## src/rtl/hex_cal_pkg.sv

```systemverilog
// ---------------------------------------------------------------------------
// hex_cal_pkg
// Shared definitions for the UART hex calculator datapath.
//   ASCII_0 / ASCII_A  : base codes for hex digit conversion
//   ASCII_CR / ASCII_LF: line terminator bytes
//   state_t            : 3-bit state encoding of the result transmitter FSM
// ---------------------------------------------------------------------------
package hex_cal_pkg;

    localparam logic [7:0] ASCII_0  = 8'h30;
    localparam logic [7:0] ASCII_A  = 8'h41;
    localparam logic [7:0] ASCII_CR = 8'h0D;
    localparam logic [7:0] ASCII_LF = 8'h0A;

    typedef enum logic [2:0] {
        IDLE  = 3'd0,
        SKIP  = 3'd1,
        DIGIT = 3'd2,
        CR    = 3'd3,
        LF    = 3'd4,
        FIN   = 3'd5
    } state_t;

endpackage

```

## src/rtl/hex_result_tx_if.sv

```systemverilog
// ---------------------------------------------------------------------------
// hex_result_tx_if
// Valid/ready byte handshake towards the UART transmitter.
//   tx_valid : producer has a byte on tx_data
//   tx_data  : ASCII byte
//   tx_ready : consumer accepts the byte this cycle
// Modports: master = byte producer, slave = UART TX side.
// ---------------------------------------------------------------------------
interface hex_result_tx_if;

    logic       tx_valid;
    logic [7:0] tx_data;
    logic       tx_ready;

    modport master (
        output tx_valid,
        output tx_data,
        input  tx_ready
    );

    modport slave (
        input  tx_valid,
        input  tx_data,
        output tx_ready
    );

endinterface

```

## src/rtl/nibble_to_ascii.sv

```systemverilog
// ---------------------------------------------------------------------------
// nibble_to_ascii
// Combinational hex digit to uppercase ASCII converter.
//   nibble : 4-bit value 0..15
//   ascii  : 8'h30..8'h39 for 0..9, 8'h41..8'h46 for A..F
// ---------------------------------------------------------------------------
module nibble_to_ascii
    import hex_cal_pkg::*;
(
    input  logic [3:0] nibble,
    output logic [7:0] ascii
);

    always_comb begin
        if (nibble < 4'd10) begin
            ascii = ASCII_0 + {4'h0, nibble};
        end else begin
            ascii = ASCII_A + {4'h0, nibble} - 8'd10;
        end
    end

endmodule

```

## src/rtl/hex_result_tx.sv

```systemverilog
// ---------------------------------------------------------------------------
// hex_result_tx
// Captures the multiplier product on alu_done, streams it as uppercase ASCII
// hex (MSB nibble first), optionally with leading zeros suppressed and with a
// CR/LF terminator, over a valid/ready byte handshake.
//   clk      : system clock, rising edge
//   n_rst    : asynchronous active-low reset
//   result   : 32-bit product, valid while alu_done=1
//   alu_done : one-cycle capture strobe
//   tx       : byte handshake (master side)
//   busy     : a capture is being transmitted (any state but IDLE)
//   done     : one-cycle pulse after the last byte is accepted
//   drop     : high in a cycle where alu_done arrives while busy
// ---------------------------------------------------------------------------
module hex_result_tx
    import hex_cal_pkg::*;
#(
    parameter bit SUPPRESS_ZEROS = 1'b0,
    parameter bit APPEND_CRLF    = 1'b1
)(
    input  logic                   clk,
    input  logic                   n_rst,
    input  logic [31:0]            result,
    input  logic                   alu_done,
    hex_result_tx_if.master        tx,
    output logic                   busy,
    output logic                   done,
    output logic                   drop
);

    state_t      state, state_next;
    logic [31:0] shreg, shreg_next;
    logic [2:0]  cnt, cnt_next;
    logic [7:0]  digit_ascii;

    // The digit on air is always the top nibble of the shift register.
    nibble_to_ascii u_nibble_to_ascii (
        .nibble (shreg[31:28]),
        .ascii  (digit_ascii)
    );

    always_ff @(posedge clk or negedge n_rst) begin
        if (!n_rst) begin
            state <= IDLE;
            shreg <= 32'h0;
            cnt   <= 3'd0;
        end else begin
            state <= state_next;
            shreg <= shreg_next;
            cnt   <= cnt_next;
        end
    end

    // Next-state and output decode. Outputs depend only on the registered
    // state and shift register, so tx_data cannot change while a byte is
    // stalled; shreg and cnt only move on a handshake or while skipping.
    always_comb begin
        state_next  = state;
        shreg_next  = shreg;
        cnt_next    = cnt;
        tx.tx_valid = 1'b0;
        tx.tx_data  = 8'h00;
        busy        = (state != IDLE);
        done        = 1'b0;
        drop        = alu_done && (state != IDLE);

        case (state)
            IDLE: begin
                if (alu_done) begin
                    shreg_next = result;
                    cnt_next   = 3'd0;
                    // A capture with a nonzero top digit has nothing to skip,
                    // so it goes straight to DIGIT and keeps the k=0 latency.
                    if (SUPPRESS_ZEROS && (result[31:28] == 4'h0)) begin
                        state_next = SKIP;
                    end else begin
                        state_next = DIGIT;
                    end
                end
            end

            SKIP: begin
                // Look one digit ahead so that the last skip cycle already
                // hands over to DIGIT: first byte appears after exactly k
                // skip cycles.
                if ((shreg[31:28] == 4'h0) && (cnt < 3'd7)) begin
                    shreg_next = shreg << 4;
                    cnt_next   = cnt + 3'd1;
                    if ((shreg[27:24] != 4'h0) || (cnt == 3'd6)) begin
                        state_next = DIGIT;
                    end
                end else begin
                    state_next = DIGIT;
                end
            end

            DIGIT: begin
                tx.tx_valid = 1'b1;
                tx.tx_data  = digit_ascii;
                if (tx.tx_ready) begin
                    shreg_next = shreg << 4;
                    cnt_next   = cnt + 3'd1;
                    if (cnt == 3'd7) begin
                        state_next = APPEND_CRLF ? CR : FIN;
                    end
                end
            end

            CR: begin
                tx.tx_valid = 1'b1;
                tx.tx_data  = ASCII_CR;
                if (tx.tx_ready) begin
                    state_next = LF;
                end
            end

            LF: begin
                tx.tx_valid = 1'b1;
                tx.tx_data  = ASCII_LF;
                if (tx.tx_ready) begin
                    state_next = FIN;
                end
            end

            FIN: begin
                done       = 1'b1;
                state_next = IDLE;
            end

            default: begin
                state_next = IDLE;
            end
        endcase
    end

endmodule

```

## src/flat_wrapper.sv

```systemverilog
// flat-port wrapper written by rule: the top's interface ports become plain ports
module hex_result_tx_flat import hex_cal_pkg::*;
#(
    parameter bit SUPPRESS_ZEROS = 1'b0,
    parameter bit APPEND_CRLF    = 1'b1
)
  (clk, n_rst, result, alu_done, busy, done, drop, tx_tx_valid, tx_tx_data, tx_tx_ready);
  hex_result_tx_if tx_i ();
  input  logic clk;
  input  logic n_rst;
  input  logic [31:0] result;
  input  logic alu_done;
  output logic busy;
  output logic done;
  output logic drop;
  output wire logic [$bits(tx_i.tx_valid)-1:0] tx_tx_valid;
  output wire logic [$bits(tx_i.tx_data)-1:0] tx_tx_data;
  input wire logic [$bits(tx_i.tx_ready)-1:0] tx_tx_ready;
  assign tx_tx_valid = tx_i.tx_valid;
  assign tx_tx_data = tx_i.tx_data;
  assign tx_i.tx_ready = tx_tx_ready;
  hex_result_tx #(.SUPPRESS_ZEROS(SUPPRESS_ZEROS), .APPEND_CRLF(APPEND_CRLF)) u_core (.clk(clk), .n_rst(n_rst), .result(result), .alu_done(alu_done), .tx(tx_i), .busy(busy), .done(done), .drop(drop));
endmodule
```

## config.mk

```make
export PLATFORM = sky130hd
export DESIGN_NAME = hex_result_tx_flat
export DESIGN_NICKNAME = d
export VERILOG_FILES = /design/src/rtl/hex_cal_pkg.sv /design/src/rtl/hex_result_tx_if.sv /design/src/rtl/nibble_to_ascii.sv /design/src/rtl/hex_result_tx.sv /design/src/flat_wrapper.sv
export SDC_FILE = /design/constraint.sdc
export NUM_CORES = 1
export LEC_CHECK = 0
export BUFFER_PORTS_ARGS = -buffer_cell sky130_fd_sc_hd__buf_2
export CAP_MARGIN = 20
export CORE_ASPECT_RATIO = 0.6
export CORE_UTILIZATION = 56
export CTS_BUF_LIST = sky130_fd_sc_hd__clkbuf_4 sky130_fd_sc_hd__clkbuf_8
export DETAILED_ROUTE_END_ITERATION = 10
export GPL_ROUTABILITY_DRIVEN = 1
export PLACE_DENSITY = 0.78
export SLEW_MARGIN = 40
export SYNTH_ARGS = -nofsm -noshare
export SYNTH_HDL_FRONTEND = slang
export SYNTH_SLANG_ARGS = --single-unit
```

## constraint.sdc

```tcl
create_clock -name clk -period 2.7 [get_ports clk]
set_clock_uncertainty 0.2 [all_clocks]
set_input_delay 0.135 -clock clk [delete_from_list [all_inputs] [get_ports clk]]
set_output_delay 0.135 -clock clk [all_outputs]
set_load 0.1 [all_outputs]
```

# Word level (Yosys, flattened, before mapping)

Index checks and enable logic that the tools add are counted.
W data, S select, Z words.

Bits in registers: 38
Input port bits: 36
Output and inout bits: 12
Logic and storage cells: 54

Add/subtract/negate cells: 4
Magnitude comparators: 2
Eq/ne operators: 14
Mux-type cells: 20
Reductions and logical operators: 11

Operator list:

| kind                  | count |
|---|---|
| $mux W32              | 3 |
| $pmux W32 S3          | 1 |
| $mux W3               | 10 |
| $pmux W8 S3           | 1 |
| $pmux W3 S5           | 1 |
| $eq A3 B3 Y1 const B  | 4 |
| $pmux W3 S3           | 1 |
| $add A7 B4 Y8 const A | 1 |
| $mux W8               | 1 |
| $ne A2 B2 Y1 const B  | 4 |
| $sub A8 B4 Y8 const B | 1 |
| $add A6 B4 Y7 const A | 1 |
| $eq A3 B2 Y1 const B  | 2 |
| $reduce_and A6 Y1     | 1 |
| $reduce_bool A3 Y1    | 2 |
| $logic_not A4 Y1      | 1 |
| $lt A4 B4 Y1 const B  | 1 |
| $ne A2 B1 Y1 const B  | 2 |
| $reduce_and A4 Y1     | 1 |
| $reduce_bool A4 Y1    | 1 |
| $add A3 B1 Y3 const B | 1 |
| $eq A3 B1 Y1 const B  | 1 |
| $logic_not A3 Y1      | 1 |
| $lt A3 B3 Y1 const B  | 1 |
| other kinds (5)       | 7 |

# Longest topological paths before layout

Gate-level depths: netlist (run 1).

Word-level depth: 5
Gate-level depth with buffers: 7
Gate-level depth less buffers: 6

# Cells and area by module

Synthesis (run 1) repeated with hierarchy kept, for this count alone.

Cells, all modules: 188
Area, all modules: 2162.1 um^2

Modules (own cells, without submodules):

| module          | instances | cells an instance | area an instance (um^2) | seq. area each (um^2) |
|---|---|---|---|---|
| hex_result_tx   | 1         | 172               | 2057.0                  | 950.9 |
| nibble_to_ascii | 1         | 16                | 105.1                   | 0.0 |

# Worst setup path after synthesis (run 1)

Ideal clock, no wire load.

Path kind: register -> output
Start point: register u_core.state[1]
End point: output tx_tx_data[4]
Arrival: 3.101 ns
Required time: 2.365 ns
Slack: -0.736 ns
Cell stages (with the launch flop): 4
Buffers on the path: 1
Cell sequence: dfrtp_1 or2b_1 clkbuf_1 a211oi_1

Word-level cells in the longest chain between the ends: 2
Elaborated cells on any way between the ends: 4
Those cells by class: 3 x eq/ne; 1 x mux

Ends and longest elaborated chain:

| what                                         | line                | RTL |
|---|---|---|
| start: declaration                           | hex_result_tx.sv:31 | `state_t state, state_next;` |
| start signal: assignment                     | hex_result_tx.sv:48 | `state <= state_next;` |
| $eq A3 B3 Y1 or $eq A3 B2 Y1 (tied branches) | hex_result_tx.sv:67 | `case (state)` |
| $pmux W8 S3 (*)                              | hex_result_tx.sv:67 |  |
| end: declaration                             | flat_wrapper.sv:17  | `output wire logic [$bits(tx_i.tx_data)-1:0] tx_tx_data;` |

Mark *: on every way between the ends. The rest lies on a longest branch, timed or not.

# Worst setup path in the final report (run 1)

Start point: register u_core.state[1]
End point: output tx_tx_data[1]

Same word-level chain as after synthesis.

==> results of run 1 <==
cell usage in the layout (no fill, tap or decap), types with 2 or more instances in the layout:
cell           synthesis  routed
mux2_1                21      21
clkbuf_8               0       6
a21o_1                 2       2
buf_4                  1       4
o31ai_1                2       2
dlygate4sd3_1          0      25
nor3_2                 0       2
nor2_1                 8       8
mux2i_1                8       8
ha_1                   4       4
nand3_1                5       5
mux2_4                24      24
nand2_1                7       7
mux2_2                10      10
a21oi_1                6       6
dfrtp_1               38      38
inv_1                 13      13
nand2b_1               2       2
buf_2                  1      45
worst max-delay path: cells and delay by family, from the launching register on:
family / cells / cell delay [ns]
AOI/OAI and AO/OA: 2 / 0.37
buffers and inverters: 1 / 0.43
DFF: 1 / 0.47
and+or+nand+nor: 2 / 0.48
Yosys cell counts, drive strengths merged:
library cell,instances,share of area
ha,4,0.022
a211o,1,0.0039
buf,10,0.046
a211oi,2,0.0067
o21a,1,0.0034
o21ai,2,0.0045
mux2,55,0.32
nand2,7,0.012
nand4,1,0.0028
nand3,5,0.011
and2,1,0.0028
inv,13,0.022
nand2b,2,0.0056
conb,1,0.0017
or2b,1,0.0034
o22a,1,0.0039
nor3,3,0.0067
xnor2,1,0.0039
a21o,2,0.0067
mux2i,8,0.036
o22ai,1,0.0028
a21oi,6,0.013
nor2,8,0.013
o31ai,2,0.0067
dfrtp,38,0.42
or4,1,0.0034
a31oi,1,0.0028
a2111oi,1,0.0039
and3b,1,0.0039
clkbuf,2,0.0034
logic make-up after synthesis:
group | count (synthesis) | synth area share
AO/OA/AOI/OAI | 20 | 0.0587
XOR/XNOR | 1 | 0.00391
adder cells (fa/ha/maj) | 4 | 0.0224
buffers and inverters | 25 | 0.0710
flip-flops | 38 | 0.425
multiplexers | 63 | 0.353
other | 1 | 0.00168
AND/OR/NAND/NOR | 30 | 0.0648
area by class of cell:
type | count | area share
clock buffers | 7 | 0.0318
clock inverters | 1 | 0.00177
flip-flops and latches | 38 | 0.336
multi-input cells | 119 | 0.407
inverters | 13 | 0.0172
well taps | 47 | 0.0208
repair buffers | 75 | 0.186
stage by stage:
stage / cells / setup TNS, ns / hold slack [ns] / area [sq um]
2_1_floorplan: 182 / -0.0212 / -0.361 / 2250
3_3_place_gp: 267 / 0 / 0.0792 / 2480
3_5_place_dp: 267 / 0 / 0.0844 / 2480
4_1_cts: 300 / 0 / 0.000243 / 2830
5_1_grt: 300 / 0 / 0.00239 / 2830
6_report: 300 / 0 / -0.000127 / 2830
final timing paths:
path	start	endpoint	slack (ns)	depth (start not counted)
worst max-delay path	u_core.state[1]	tx_tx_data[1]	0.32	5
worst min-delay path	result[21]	u_core.shreg[21]	-0.0001	3
worst max register to register	u_core.state[0]	u_core.cnt[1]	0.46	4
worst min register to register	u_core.shreg[7]	u_core.shreg[7]	0.30	1
max in group asynchronous	n_rst	u_core.shreg[12]	1.77	2
min in group asynchronous	n_rst	u_core.shreg[13]	0.18	2
sequential cells by signal, summed over array words and instances, names as in the netlist:
signal and flops:
u_core.shreg 32, u_core.state 3, u_core.cnt 3
metal layers:
layer	part of all wire	GRT usage	wire length, um
met2	0.45	0.382	2020
met3	0.044	0.0630	200
met1	0.50	0.316	2260
met5	0	0	0
met4	0.011	0.0819	52
timing repair:
item,in CTS,in global routing
buffers inserted,0,0
resized for setup,0,0
endpoints found under the setup margin,0,0
hold endpoints to repair,62,0
hold buffers,25,0
==> results.cfg, run 1 <==
[run_status]
status = finished, violations left
failed_checks = hold timing

[floorplan]
num_rows = 17
core_area_sq_um = 3740
initial_utilization = 0.598
die_area_sq_um = 4260
io_pins = 48
die_x_um = 83.6
die_h_um = 51.0

[global_route]
overflow = 0
antenna_found_initial = 0
grt_max_degree = 39
grt_use_total = 0.238
grt_pass1_wl_um = 7640
first_global_vias = 1616

[placed_design]
post-place-ws_ns = 0.478
hpwl_um = 2850
gp_congestion = 0.812
port-buffer-count = 46

[sta]
relSlewSlack = 0.614
setup_viol = 0
worst_slew_pin_slew_ns = 0.564
drv_slew = 0
fin_crit_ns = 2.38
grt_setup_unrepaired = no
period_share = 0.881
holdWs_ns = -0.000127
hold_violations = 1
fmax_ghz = 0.420
setup_ws_ns = 0.321

[critical_path]
slowest_delay_ns = 0.47
critPathLaunchType = register
cp_max_fo = 10
path_cells = or2b_1 -> a211oi_1 -> a21oi_1 -> nor2_1 -> buf_2
cp.required_ns = 2.37
end_kind = output port
cpMaxStageDelayCell = dfrtp_1
path_class = reg2out
cp.arrival_ns = 2.04

[route]
wire_per_inst_um = 15.1
first_pass_iters = 4
viasPerCell = 5.20
drt_wl_total_um = 4530
drt_iter0_drc = 84
drtAntennaViolNets = 0
drc = 0
num_vias = 1561

[finish]
layout-drive-gt1-share = 0.379
syn_to_final_growth_pct = 26.5
n_antenna_cell = 0
regArea_sq_um = 951
fillers = 265
final_net_count = 292
utilization = 0.756
multi_input_area_sq_um = 1150

[cts]
cts_max_path_buffers = 2
h-tree-depth = 2
clk_pin_slew_ns = 0.08
cts_tree = built
cts_sinks = 38
cts_made_buffers = 5
clockRootBuffer = clkbuf_8
clkLatencyLatePin_ns = 0.30

[min_path]
min_path_type = in2reg

[synth]
ys_seq_area_frac = 0.425
synth_nets = 222
synth_seq_cells = 38
yosys_warnings = 0
synth_cells = 182
netlist-cell-type-count = 34
netlist_area_sq_um = 2240
synth_area_per_cell_sq_um = 12.3

[flow_run]
cap_violations = 0
Power of run 1 is not shown: default switching activity piles up to over one toggle a cycle in this logic, so the estimate is an artifact.
==> run 2: changes to the inputs <==
--- a/config.mk
+++ b/config.mk
@@ -16,4 +16,5 @@
 export SLEW_MARGIN = 40
 export SYNTH_ARGS = -nofsm -noshare
 export SYNTH_HDL_FRONTEND = slang
+export SYNTH_HIERARCHICAL = 1
 export SYNTH_SLANG_ARGS = --single-unit
==> run 2 against run 1 <==
  * The run now ends clean
  * Final area fell by 1.0%
  * Area after synthesis fell by 3.4%
  * Worst hold slack improved by 0.0090 ns
  * Die area fell by 3.3%
  * Final cell count rose by 3.0%
  * Register-to-register slack got worse by 0.18 ns
==> results.cfg, run 2 <==
[route]
num_vias = 1627
drtAntennaViolNets = 0
drt_iter0_drc = 105
first_pass_iters = 4
drt_wl_total_um = 4310
viasPerCell = 5.27
wire_per_inst_um = 14.0
drc = 0

[cts]
cts_max_path_buffers = 2
clk_pin_slew_ns = 0.07
ctsHoldBuffers = 23
h-tree-depth = 2
clockRootBuffer = clkbuf_8
cts_tree = built
clkLatencyLatePin_ns = 0.30
cts_made_buffers = 5
cts_resized = 0
postCtsSetupBuffers = 0
cts_sinks = 38

[global_route]
first_global_vias = 1568
grt_pass1_wl_um = 7230
grt_max_degree = 39
overflow = 0
grt_use_total = 0.243
antenna_found_initial = 0

[sta]
period_share = 0.896
drv_slew = 0
setup_tns_ns = 0
worst_slew_pin_slew_ns = 0.962
setup_ws_ns = 0.281
relSlewSlack = 0.361
setup_viol = 0
fin_crit_ns = 2.42
hold_violations = 0
fmax_ghz = 0.413
grt_setup_unrepaired = no

[finish]
layout_common_cells = mux2_2 (52), buf_2 (45), dfrtp_1 (38)
largest_register = u_core/shreg
largest_reg_flops = 32
n_antenna_cell = 0
final_common_cell = mux2_2
final_net_count = 301
syn_to_final_growth_pct = 29.6
final_cell_area_sq_um = 2800
reg.largest.list = u_core/shreg x32, u_core/cnt x3, u_core/state x3
layout-drive-gt1-share = 0.443
fillers = 256
final_cells = 309

[synth]
synth_seq_cells = 38
synth_top_area_share = 0.440
synthTopCellsByCount = mux2_2 (52), dfrtp_1 (38), nand2_1 (15)
netlist_area_sq_um = 2160
synth-main-ff-cell = dfrtp_1
synth_cells = 188
synth_nets = 228
synth.largest_area_cell = dfrtp_1
netlist-cell-type-count = 31
synth_most_common_cell = mux2_2
synthTopCellsByArea = dfrtp_1 (44%), mux2_2 (27%), mux2_1 (4.2%)
yosys_warnings = 6
ys_seq_area_frac = 0.440
synth_area_per_cell_sq_um = 11.5
async_flop_share = 1.00
synth_edf_count = 0

[floorplan]
die_area_sq_um = 4120
initial_utilization = 0.588
io_pins = 48
num_rows = 17
core_area_sq_um = 3680
die_h_um = 50.1
die_x_um = 82.2

[placed_design]
dp.cells = 278
dpl_cell_area_sq_um = 2460
port-buffer-count = 46
post-place-ws_ns = 0.323
hpwl_um = 2850
gp_congestion = 0.765

[critical_path]
startpoint = u_core/state[1]
cp.required_ns = 2.68
r2r_start = u_core/state[1]
r2r_end = u_core/shreg[23]
path_class = reg2reg
end_kind = register
setup.worst_path.end = u_core/shreg[23]
cp.arrival_ns = 2.40
reg2reg_setup_slack_ns = 0.28
r2r_cells = 8
cp_max_fo = 15
critPathLaunchType = register

[flow_run]
cap_violations = 0

[run_status]
status = complete, no violations

[min_path]
min_path_type = in2reg
run 2: per-stage QoR:
| stage | utilization | hold WS (ns) |
|---|---|---|
| global route | 0.762 | 0.0104 |
| CTS | 0.761 | 0.00393 |
| detailed placement | 0.668 | 0.0796 |
| global placement | 0.663 | 0.0775 |
| finish | 0.762 | 0.00888 |
| floorplan | - | -0.361 |
run 2: cell type report:
| class | instances | area (sq um) | share of cell area |
|---|---|---|---|
| repair buffers | 76 | 544 | 0.194 |
| clock buffers | 8 | 110 | 0.0393 |
| inverters | 9 | 33.8 | 0.0121 |
| well taps | 47 | 58.8 | 0.0210 |
| flip-flops and latches | 38 | 951 | 0.339 |
| multi-input cells | 131 | 1100 | 0.394 |
run 2: critical path, cell delays in order, from the launching register on:
cell	delay, ns
dfrtp_1	0.39
buf_4	0.18
nand2b_1	0.16
nand4b_1	0.30
o31ai_4	0.13
buf_4	0.26
buf_6	0.19
buf_12	0.16
mux2_2	0.34
run 2: cells by family (layout without fill, tap and decap cells):
logic type	Yosys count	in the layout	share of synthesized area
muxes	66	66	0.340
and+or+nand+nor	46	46	0.0995
DFF	38	38	0.440
buffers and inverters	19	93	0.0492
AOI/OAI and AO/OA	12	12	0.0382
adders and majority gates	4	4	0.0231
xor gates and xnor gates	2	2	0.00810
other	1	1	0.00173
run 2: how the worst min path moves through the flow:
| stage | startpoint | end | slack, ns | cells after the start |
|---|---|---|---|---|
| 2_1_floorplan | n_rst | u_core/cnt[0] | -0.36 | 0 |
| 3_3_place_gp | n_rst | u_core/shreg[18] | 0.08 | 1 |
| 3_5_place_dp | n_rst | u_core/shreg[18] | 0.08 | 1 |
| 4_1_cts | result[6] | u_core/shreg[6] | 0.004 | 3 |
| 5_1_grt | result[17] | u_core/shreg[17] | 0.01 | 3 |
| 6_report | result[9] | u_core/shreg[9] | 0.009 | 3 |
run 2: per-layer routing:
metal  routed length (um)  vias to the layer above  track usage
met5                    0                        -            0
met4                   70                        0       0.0877
met3                  208                        7       0.0673
met2                 1910                       45        0.351
met1                 2120                      785        0.349
li1                     -                      790            -
Power of run 2 is left out for the same reason.
==> run 3: changes to the inputs <==
--- a/config.mk
+++ b/config.mk
@@ -13,6 +13,7 @@
 export DETAILED_ROUTE_END_ITERATION = 10
 export GPL_ROUTABILITY_DRIVEN = 1
 export PLACE_DENSITY = 0.78
+export REMOVE_ABC_BUFFERS = 1
 export SLEW_MARGIN = 40
 export SYNTH_ARGS = -nofsm -noshare
 export SYNTH_HDL_FRONTEND = slang
==> run 3 against run 2 <==
  * Setup slack better by 0.21 ns
  * Clock-buffer cell count is 1 lower
  * Flip-flop and latch count stayed put
  * Critical endpoint is now tx_tx_data[6]
  * Largest cell class unchanged
==> results.cfg, run 3 (same netlist as run 2, synthesis figures left out) <==
[floorplan]
die_h_um = 50.1
core_area_sq_um = 3680
initial_utilization = 0.588
die_area_sq_um = 4120
die_x_um = 82.2
num_rows = 17
io_pins = 48

[route]
drt_wl_total_um = 4180
drtAntennaViolNets = 0
wire_per_inst_um = 14.0
viasPerCell = 5.19
drc = 0
first_pass_iters = 4
drt_iter0_drc = 62
num_vias = 1552

[sta]
period_share = 0.820
fin_crit_ns = 2.21
drv_slew = 0
worst_slew_pin_slew_ns = 0.965
setup_tns_ns = 0
hold_violations = 0
fmax_ghz = 0.452
holdWs_ns = 0.00799
grt_setup_unrepaired = no
setup_viol = 0
relSlewSlack = 0.359

[placed_design]
hpwl_um = 2870
dp.cells = 276
port-buffer-count = 46
gp_congestion = 0.798

[min_path]
whs_endpoint = u_core/shreg[22]
min_path_type = in2reg
hold_start = result[22]
holdPathStages = 3

[cts]
postCtsSetupBuffers = 0
h-tree-depth = 2
clkLatencyLatePin_ns = 0.29
cts_made_buffers = 5
ctsHoldBuffers = 14
cts_sinks = 38
cts_tree = built
clk_pin_slew_ns = 0.07
cts_max_path_buffers = 2
clockRootBuffer = clkbuf_8
cts_resized = 0

[finish]
fillers = 261
layout-drive-gt1-share = 0.452
largest_register = u_core/shreg
largest_reg_flops = 32
final_net_count = 291
regArea_sq_um = 951
syn_to_final_growth_pct = 24.4
final_cells = 299
final_common_cell = mux2_2
n_antenna_cell = 0
layout_common_cells = mux2_2 (52), buf_2 (45), dfrtp_1 (38)
reg.largest.list = u_core/shreg x32, u_core/cnt x3, u_core/state x3
multi_input_area_sq_um = 1100

[global_route]
antenna_found_initial = 0
overflow = 0
grt_max_degree = 39
first_global_vias = 1540
grt_use_total = 0.236
grt_pass1_wl_um = 7130

[critical_path]
cpMaxStageDelayCell = dfrtp_1
cp_top_family = buffers and inverters
end_kind = output port
critPathBufInv = 2
reg2reg_setup_slack_ns = 0.49
r2r_cells = 6
cp_max_fo = 8
crit_cells = 6
r2r_end = u_core/shreg[6]
r2r_start = u_core/state[1]
path_class = reg2out
critPathLaunchType = register
slowest_delay_ns = 0.47
path_cells = inv_1 -> ha_1 -> nor2b_1 -> o21a_1 -> and3_1 -> buf_2
cp.arrival_ns = 1.88
cp.required_ns = 2.37

[flow_run]
cap_violations = 0

[run_status]
status = complete, no violations
-- run 3: cell count changes in the layout (fill, tap and decap cells not counted), sizes merged --
cell	change
clkbuf	-1
dlygate4sd3	-8
buf	-2
clkinv	+1
-- run 3: final cells by class --
cell class,count,area share
timing repair buffer,66,0.166
sequential,38,0.354
multi-input combinational,131,0.411
clock buffer,7,0.0335
inverter,9,0.0126
clock inverter,1,0.00186
tap,47,0.0219
-- run 3: layer usage --
metal | routed length [um] | global-route usage | vias up | part of all wire
met5 | 0 | 0 | - | 0
met4 | 29 | 0.0614 | 0 | 0.0069
met3 | 165 | 0.0600 | 3 | 0.040
met2 | 1890 | 0.358 | 29 | 0.45
met1 | 2100 | 0.337 | 738 | 0.50
li1 | - | - | 782 | -
-- run 3: metrics by stage --
stage          setup slack (ns)  instance area (sq um)   util
2_1_floorplan             0.172                   2090      -
3_3_place_gp              0.414                   2430  0.661
3_5_place_dp              0.493                   2440  0.663
4_1_cts                   0.478                   2680  0.727
5_1_grt                   0.317                   2690  0.731
6_report                  0.487                   2690  0.731
-- run 3: worst reg2reg max path, cell delays in order, from the launching register on --
cell,delay (ns)
dfrtp_1,0.39
buf_4,0.17
nand2b_1,0.15
nand4b_1,0.28
o31ai_4,0.22
buf_4,0.31
mux2_2,0.37
-- run 3: worst max path at each step --
stage,from,to,slack (ns)
after floorplan,u_core/state[0],drop,0.17
after CTS,u_core/state[1],u_core/shreg[6],0.48
after global routing,u_core/shreg[29],tx_tx_data[6],0.32
after global placement,u_core/state[2],u_core/shreg[4],0.41
after detailed placement,u_core/state[1],u_core/shreg[6],0.49
final,u_core/shreg[29],tx_tx_data[6],0.49
Power of run 3 is left out for the same reason.
